### config.mk
export PLATFORM = sky130hd
export DESIGN_NAME = dportrom_fetch_flat
export DESIGN_NICKNAME = d
export VERILOG_FILES = /design/src/rtl/dportrom_fetch_if.sv /design/src/rtl/dportrom_fetch.sv /design/src/flat_wrapper.sv
export SDC_FILE = /design/constraint.sdc
export NUM_CORES = 2
export LEC_CHECK = 0
export ABC_CLOCK_PERIOD_IN_PS = 5000
export CORE_MARGIN = 2
export CORE_UTILIZATION = 49
export CTS_CLUSTER_DIAMETER = 30
export DETAILED_ROUTE_END_ITERATION = 10
export PLACE_DENSITY = 0.68
export SLEW_MARGIN = 30
export SYNTH_ARGS = -nofsm -noshare
export SYNTH_HDL_FRONTEND = slang
export SYNTH_SLANG_ARGS = --single-unit
### constraint.sdc
create_clock -name clk -period 5 [get_ports clk]
set_input_delay 0.5 -clock clk [delete_from_list [all_inputs] [get_ports clk]]
set_output_delay 0.5 -clock clk [all_outputs]
set_load 0.05 [all_outputs]
### src/rtl/dportrom_fetch_if.sv
// Bundle between dportrom_fetch and its environment: request/status, both
// ROM address/data ports, and the 64-bit valid/ready output stream.
interface dportrom_fetch_if #(
    parameter int AW = 8,
    parameter int DW = 64
);
    logic          start;
    logic [AW-1:0] base;
    logic [AW:0]   len;
    logic          busy;
    logic          done;
    logic [AW-1:0] addr_a;
    logic [AW-1:0] addr_b;
    logic [DW-1:0] q_a;
    logic [DW-1:0] q_b;
    logic          out_valid;
    logic          out_ready;
    logic [DW-1:0] out_data;
    logic          out_last;

    modport master (
        output start, base, len, q_a, q_b, out_ready,
        input  busy, done, addr_a, addr_b, out_valid, out_data, out_last
    );

    modport slave (
        input  start, base, len, q_a, q_b, out_ready,
        output busy, done, addr_a, addr_b, out_valid, out_data, out_last
    );
endinterface

### src/rtl/dportrom_fetch.sv
// Dual-port ROM read sequencer: issues addr/addr+1 pairs, hides the ROM's
// one-cycle read latency and streams words in order through a credit-checked FIFO.
module dportrom_fetch #(
    parameter int AW    = 8,
    parameter int DW    = 64,
    parameter int DEPTH = 8
) (
    input logic            clk,
    input logic            rst_n,
    dportrom_fetch_if.slave bus
);
    localparam int PW = $clog2(DEPTH);
    localparam int CW = PW + 1;
    localparam int SW = CW + 1;

    localparam logic [AW-1:0] ADDR_ONE = {{(AW-1){1'b0}}, 1'b1};
    localparam logic [AW-1:0] ADDR_TWO = {{(AW-2){1'b0}}, 2'b10};
    localparam logic [AW:0]   LEN_TWO  = {{(AW-1){1'b0}}, 2'b10};
    localparam logic [SW-1:0] CRED_TWO = {{(SW-2){1'b0}}, 2'b10};
    localparam logic [SW-1:0] DEPTH_W  = SW'(DEPTH);

    typedef enum logic [1:0] {
        ST_IDLE  = 2'd0,
        ST_FETCH = 2'd1,
        ST_DRAIN = 2'd2
    } state_t;

    state_t        state_r;
    logic          busy_r;
    logic          done_r;
    logic [AW-1:0] next_addr_r;
    logic [AW:0]   remaining_r;
    logic [AW-1:0] addr_a_r;
    logic [AW-1:0] addr_b_r;

    logic p1_valid_r, p1_keep_b_r, p1_last_r;
    logic p2_valid_r, p2_keep_b_r, p2_last_r;

    logic [DW:0]   mem_r [DEPTH];
    logic [PW-1:0] wptr_r;
    logic [PW-1:0] rptr_r;
    logic [CW-1:0] count_r;
    logic          out_valid_r;
    logic [DW-1:0] out_data_r;
    logic          out_last_r;

    logic          start_ok_s;
    logic          issue_s;
    logic          keep_b_s;
    logic          last_pair_s;
    logic [AW:0]   take_s;
    logic [1:0]    p1_w_s;
    logic [1:0]    p2_w_s;
    logic [2:0]    inflight_s;
    logic [SW-1:0] credit_sum_s;
    logic          rd_s;
    logic          wr_a_s;
    logic          wr_b_s;
    logic          last_a_s;
    logic          last_b_s;
    logic [PW-1:0] wptr_b_s;
    logic [PW-1:0] rptr_next_s;
    logic [CW-1:0] count_next_s;
    logic [DW:0]   head_next_s;

    // Issue decision: a pair goes out only if FIFO plus in-flight words leave room for two more.
    always_comb begin
        start_ok_s   = (state_r == ST_IDLE) && bus.start && !done_r;
        keep_b_s     = (remaining_r >= LEN_TWO);
        last_pair_s  = (remaining_r <= LEN_TWO);
        take_s       = {{(AW-1){1'b0}}, keep_b_s, ~keep_b_s};
        p1_w_s       = {p1_valid_r & p1_keep_b_r, p1_valid_r & ~p1_keep_b_r};
        p2_w_s       = {p2_valid_r & p2_keep_b_r, p2_valid_r & ~p2_keep_b_r};
        inflight_s   = {1'b0, p1_w_s} + {1'b0, p2_w_s};
        credit_sum_s = SW'(count_r) + SW'(inflight_s) + CRED_TWO;
        issue_s      = (state_r == ST_FETCH) && (credit_sum_s <= DEPTH_W);
    end

    // FIFO bookkeeping: two writes (A then B) and one read per cycle, plus next head word.
    always_comb begin
        rd_s         = out_valid_r & bus.out_ready;
        wr_a_s       = p2_valid_r;
        wr_b_s       = p2_valid_r & p2_keep_b_r;
        last_a_s     = p2_last_r & ~p2_keep_b_r;
        last_b_s     = p2_last_r & p2_keep_b_r;
        wptr_b_s     = wptr_r + PW'(1'b1);
        rptr_next_s  = rptr_r + PW'(rd_s);
        count_next_s = count_r + CW'(p2_w_s) - CW'(rd_s);
        if (wr_a_s && (wptr_r == rptr_next_s)) begin
            head_next_s = {last_a_s, bus.q_a};
        end else if (wr_b_s && (wptr_b_s == rptr_next_s)) begin
            head_next_s = {last_b_s, bus.q_b};
        end else begin
            head_next_s = mem_r[rptr_next_s];
        end
    end

    // Control FSM: start capture, pair issue onto the ROM ports, completion.
    always_ff @(posedge clk or negedge rst_n) begin
        if (!rst_n) begin
            state_r     <= ST_IDLE;
            busy_r      <= 1'b0;
            done_r      <= 1'b0;
            next_addr_r <= '0;
            remaining_r <= '0;
            addr_a_r    <= '0;
            addr_b_r    <= '0;
        end else begin
            done_r <= 1'b0;
            case (state_r)
                ST_IDLE: begin
                    if (start_ok_s) begin
                        next_addr_r <= bus.base;
                        remaining_r <= bus.len;
                        if (bus.len == '0) begin
                            done_r <= 1'b1;
                        end else begin
                            busy_r  <= 1'b1;
                            state_r <= ST_FETCH;
                        end
                    end
                end
                ST_FETCH: begin
                    if (issue_s) begin
                        addr_a_r    <= next_addr_r;
                        addr_b_r    <= next_addr_r + ADDR_ONE;
                        next_addr_r <= next_addr_r + ADDR_TWO;
                        remaining_r <= remaining_r - take_s;
                        if (last_pair_s) begin
                            state_r <= ST_DRAIN;
                        end
                    end
                end
                ST_DRAIN: begin
                    if (rd_s && out_last_r) begin
                        state_r <= ST_IDLE;
                        busy_r  <= 1'b0;
                        done_r  <= 1'b1;
                    end
                end
                default: begin
                    state_r <= ST_IDLE;
                    busy_r  <= 1'b0;
                end
            endcase
        end
    end

    // Two-stage tag pipe aligned with address register plus ROM read register.
    always_ff @(posedge clk or negedge rst_n) begin
        if (!rst_n) begin
            p1_valid_r  <= 1'b0;
            p1_keep_b_r <= 1'b0;
            p1_last_r   <= 1'b0;
            p2_valid_r  <= 1'b0;
            p2_keep_b_r <= 1'b0;
            p2_last_r   <= 1'b0;
        end else begin
            p1_valid_r  <= issue_s;
            p1_keep_b_r <= keep_b_s;
            p1_last_r   <= last_pair_s;
            p2_valid_r  <= p1_valid_r;
            p2_keep_b_r <= p1_keep_b_r;
            p2_last_r   <= p1_last_r;
        end
    end

    // Output FIFO storage, pointers and registered show-ahead head.
    always_ff @(posedge clk or negedge rst_n) begin
        if (!rst_n) begin
            for (int i = 0; i < DEPTH; i++) begin
                mem_r[i] <= '0;
            end
            wptr_r      <= '0;
            rptr_r      <= '0;
            count_r     <= '0;
            out_valid_r <= 1'b0;
            out_data_r  <= '0;
            out_last_r  <= 1'b0;
        end else begin
            if (wr_a_s) begin
                mem_r[wptr_r] <= {last_a_s, bus.q_a};
            end
            if (wr_b_s) begin
                mem_r[wptr_b_s] <= {last_b_s, bus.q_b};
            end
            wptr_r      <= wptr_r + PW'(p2_w_s);
            rptr_r      <= rptr_next_s;
            count_r     <= count_next_s;
            out_valid_r <= (count_next_s != '0);
            out_data_r  <= head_next_s[DW-1:0];
            out_last_r  <= head_next_s[DW];
        end
    end

    assign bus.busy      = busy_r;
    assign bus.done      = done_r;
    assign bus.addr_a    = addr_a_r;
    assign bus.addr_b    = addr_b_r;
    assign bus.out_valid = out_valid_r;
    assign bus.out_data  = out_data_r;
    assign bus.out_last  = out_last_r;
endmodule

### src/flat_wrapper.sv
// flat-port wrapper written by rule: the top's interface ports become plain ports
module dportrom_fetch_flat 
#(
    parameter int AW    = 8,
    parameter int DW    = 64,
    parameter int DEPTH = 8
)
  (clk, rst_n, bus_start, bus_base, bus_len, bus_q_a, bus_q_b, bus_out_ready, bus_busy, bus_done, bus_addr_a, bus_addr_b, bus_out_valid, bus_out_data, bus_out_last);
  dportrom_fetch_if #(.AW(AW), .DW(DW)) bus_i ();
  input logic clk;
  input logic rst_n;
  input wire logic [$bits(bus_i.start)-1:0] bus_start;
  input wire logic [$bits(bus_i.base)-1:0] bus_base;
  input wire logic [$bits(bus_i.len)-1:0] bus_len;
  input wire logic [$bits(bus_i.q_a)-1:0] bus_q_a;
  input wire logic [$bits(bus_i.q_b)-1:0] bus_q_b;
  input wire logic [$bits(bus_i.out_ready)-1:0] bus_out_ready;
  output wire logic [$bits(bus_i.busy)-1:0] bus_busy;
  output wire logic [$bits(bus_i.done)-1:0] bus_done;
  output wire logic [$bits(bus_i.addr_a)-1:0] bus_addr_a;
  output wire logic [$bits(bus_i.addr_b)-1:0] bus_addr_b;
  output wire logic [$bits(bus_i.out_valid)-1:0] bus_out_valid;
  output wire logic [$bits(bus_i.out_data)-1:0] bus_out_data;
  output wire logic [$bits(bus_i.out_last)-1:0] bus_out_last;
  assign bus_i.start = bus_start;
  assign bus_i.base = bus_base;
  assign bus_i.len = bus_len;
  assign bus_i.q_a = bus_q_a;
  assign bus_i.q_b = bus_q_b;
  assign bus_i.out_ready = bus_out_ready;
  assign bus_busy = bus_i.busy;
  assign bus_done = bus_i.done;
  assign bus_addr_a = bus_i.addr_a;
  assign bus_addr_b = bus_i.addr_b;
  assign bus_out_valid = bus_i.out_valid;
  assign bus_out_data = bus_i.out_data;
  assign bus_out_last = bus_i.out_last;
  dportrom_fetch #(.AW(AW), .DW(DW), .DEPTH(DEPTH)) u_core (.clk(clk), .rst_n(rst_n), .bus(bus_i));
endmodule
==> summary.md <==
| Metric | Value |
|---|---|
| Detailed-route via count | `25,800` |
| Initial DRT Pass Iterations | `6` |
| RSZ-0062 raised after global routing | `false` |
| Wirelength, routed | `97.1 mm` |
| Deepest clock path buffer count | `3` |
| Achievable frequency | `240 MHz` |
| CTS Sinks | `639` |
| Hold Vio Cnt, Final | `0` |
| ANT nets after route | `0` |
| Final setup violation count | `0` |
| Main flop type after synthesis | `dfrtp_1` |
| Layout cells sized above 1 | `12.9%` |
| Initial Util | `49.3%` |
| Initial antenna violation count | `8` |
| Yosys reg bits | `639` |
| CTS Buf Count | `147` |
| Asr flop ratio synth | `100%` |
| P_int | `21.0 mW` |
| Crit path time final | `4.17 ns` |
| Worst path required time | `5.60 ns` |
| Wire length per cell | `22.3 um` |
| Startpoint types | `register` |
| Die H | `266 um` |
| Non-Filler Instances | `4,349` |
| Fillers | `5,340` |
| Clk network pwr share | `29.6%` |
| Slew Limit Fails | `0` |
| Mapped cell area | `33,700 sq um` |
| Placed inst area | `36,300 sq um` |
| Final TNS setup | `0 ns` |
| Hold crit path type | `input port to asynchronous set/reset pin` |
| Comb power frac | `42.4%` |
| Skew final | `0.0401 ns` |
| Post-CTS resize count | `0` |
| Placement row count | `96` |
| Pin count of the biggest net entering global routing | `135` |
| Arrival time worst endpoint | `4.78 ns` |
| DP Wirelength | `52.0 mm` |
| Final #Nets | `3,525` |
| CTS tree | `yes` |
| Switching part of the total | `37.6%` |
| Die area | `70,900 sq um` |
| Syn_nets | `3,470` |
| Remaining DRCs | `0` |
| Peak supply drop | `0.831 mV` |
| Core area | `68,300 sq um` |
| Worst R2R End | `u_core.next_addr_r[6]` |
| Htree depth | `4` |
| Total congestion overflow | `0` |
| Measured slew at the worst slew-check pin | `1.06 ns` |
| CTS clk-pin slew, worst paths | `0.04 ns` |
| Ratio of final minimum period to clock period | `83.5%` |
| Layout area overhead | `23.2%` |
| Routability cong. | `0.798` |
| Syn avg cell area | `10.2 sq um` |
| CP Max Fanout | `11` |
| CP Class | `register to register` |
| Post-route cell area | `41,500 sq um` |
| Slew headroom | `29.4%` |
| Reg2reg path depth | `11` |
| PortBufs | `232` |
| Sequential power share | `28.0%` |
| Synth unique cells | `51` |
| Iteration-0 DRC Markers | `2,621` |
| Reg2reg start | `u_core.p2_valid_r` |
| Critical Path Start | `u_core.p2_valid_r` |
| Root Driver | `clkbuf_16` |
| Outcome | `complete, no violations` |
| Number of synthesized flops with an enable pin | `0` |
| Setup crit end kind | `register` |
| Sequential area share after synthesis | `47.4%` |
| DR vias/cell | `5.94` |
| Worst R2R Setup Slack | `0.83 ns` |
| Die width | `266 um` |
| Number of global-route vias before repair | `27,000` |
| First-pass GRT wire length | `152 mm` |
| Clk_lat worst skew | `0.72 ns` |
| # IOs | `233` |
| Max-Cap Viols | `0` |
| Gr usage total | `27.6%` |
| Cell Pwr Density | `811 nW/um^2` |
| LEAKAGE | `19.0 nW` |
| Synth Instances | `3,298` |
| Placed Cells | `4,084` |
| Yosys warnings | `0` |
| Net Switching | `12.6 mW` |
-- cell usage after synthesis, drive strengths merged, types with 2 or more instances --
library cell,count,area share [%]
dfrtp,639,47
mux2i,576,17
nand2,574,6.4
o21ai,544,8.1
clkbuf,236,2.6
nor2,154,1.7
buf,142,2.1
a21oi,139,2.1
mux4,130,8.7
inv,23,0.26
ha,18,0.67
nor3,14,0.21
xor2,12,0.33
nand3,9,0.13
xnor2,9,0.23
nand2b,6,0.11
nor2b,6,0.11
o22ai,6,0.11
a31oi,5,0.093
fa,5,0.30
a21o,4,0.089
a32o,4,0.12
nand4,4,0.074
or3,4,0.074
a221o,3,0.089
nor3b,3,0.082
nor4,3,0.056
or4,3,0.067
a221oi,2,0.052
and2,2,0.037
and3,2,0.037
o211ai,2,0.045
o21a,2,0.045
o311ai,2,0.052
or2,2,0.037
-- critical path, stage by stage (launching register included) --
cell and delay (ns):
dfrtp_1 0.59, nor2b_1 0.32, fa_1 0.51, ha_1 0.22, or2_2 0.32, fa_1 0.48, xor2_1 0.17, or3_1 0.34
a31oi_1 0.20, a31oi_1 0.33, a21o_1 0.29, a221o_1 0.28
-- stage by stage --
stage	hold WS, ns	setup WS (ns)	util (%)	power, mW
after detailed placement	0.336	0.864	53.1	23.6
after global routing	0.291	0.508	60.7	35.6
after global placement	0.349	0.939	53.0	22.9
after CTS	0.274	0.825	60.7	33.8
after floorplan	0.204	1.34	-	19.7
final	0.303	0.827	60.7	33.7
-- metal layers --
metal / wire length, um / global-route usage (%) / vias up
li1: - / - / 11600
met1: 40800 / 36.2 / 13000
met2: 46800 / 44.8 / 1033
met3: 7120 / 6.72 / 188
met4: 2210 / 9.67 / 12
met5: 80 / 0 / -
-- cell usage in the layout, fill, tap and decap left out, types with 7 or more instances in the layout --
| cell type | netlist | routed |
|---|---|---|
| ha_1 | 18 | 16 |
| clkbuf_8 | 0 | 19 |
| clkbuf_1 | 233 | 20 |
| nand2_1 | 574 | 571 |
| a21oi_1 | 139 | 139 |
| nor2_1 | 154 | 152 |
| dfrtp_1 | 639 | 639 |
| o21ai_0 | 480 | 480 |
| xnor2_1 | 9 | 9 |
| clkinv_2 | 0 | 26 |
| o21ai_1 | 64 | 63 |
| mux2i_1 | 576 | 576 |
| clkinvlp_4 | 0 | 7 |
| nor3_1 | 14 | 9 |
| xor2_1 | 11 | 11 |
| mux4_2 | 130 | 130 |
| bufinv_16 | 0 | 22 |
| clkbuf_16 | 0 | 149 |
| clkdlybuf4s50_1 | 0 | 231 |
| buf_4 | 10 | 32 |
| buf_12 | 0 | 12 |
| inv_1 | 23 | 23 |
-- layout make-up --
class	count	area [sq um]	share of cell area, %
diodes	2	5.00	0.0121
clock buffers	188	4070	9.79
clock inverters	73	1120	2.69
inverters	23	86.3	0.208
multi-input cells	2258	16200	39.1
flip-flops and latches	639	16000	38.5
well taps	882	1100	2.66
repair buffers	284	2930	7.06
-- sequential cells by signal (all words and copies together) (netlist names), 2 cells and up --
register and count:
u_core.wptr_r 3, u_core.next_addr_r 8, u_core.remaining_r 9, u_core.state_r 2
u_core.mem_r 520, u_core.count_r 4, u_core.bus.addr_a 8, u_core.bus.addr_b 8
u_core.bus.out_data 64, u_core.rptr_r 3
-- worst max path at each step --
| stage | endpoint | cells after the start |
|---|---|---|
| floorplan | u_core.next_addr_r[6] | 13 |
| global placement | u_core.next_addr_r[6] | 11 |
| detailed placement | u_core.next_addr_r[7] | 11 |
| CTS | u_core.next_addr_r[6] | 11 |
| global route | u_core.next_addr_r[3] | 12 |
| finish | u_core.next_addr_r[6] | 11 |
-- timing repair --
action,in CTS,in global routing
buffers inserted,0,0
endpoints found under the setup margin,0,0
endpoints found under the hold margin,104,0
hold buffers,1,0
-- kinds of logic after synthesis --
kind of cell               synth area share (%)
AOI/OAI and AO/OA                          10.9
xor gates and xnor gates                  0.568
adders and majority gates                 0.965
buffers and inverters                      5.00
DFF                                        47.4
muxes                                      25.8
and+or+nand+nor                            9.26
-- power groups by stage --
| stage | Sequential (mW) | Clock [mW] | Combinational (mW) |
|---|---|---|---|
| after floorplan | 10.0 | 0 | 9.68 |
| after global placement | 9.21 | 0 | 13.7 |
| after detailed placement | 9.40 | 0 | 14.2 |
| after CTS | 9.38 | 10.1 | 14.3 |
| after global routing | 9.68 | 10.4 | 15.6 |
| final | 9.43 | 9.97 | 14.3 |
Note: power is estimated with default switching activity, not from simulation.
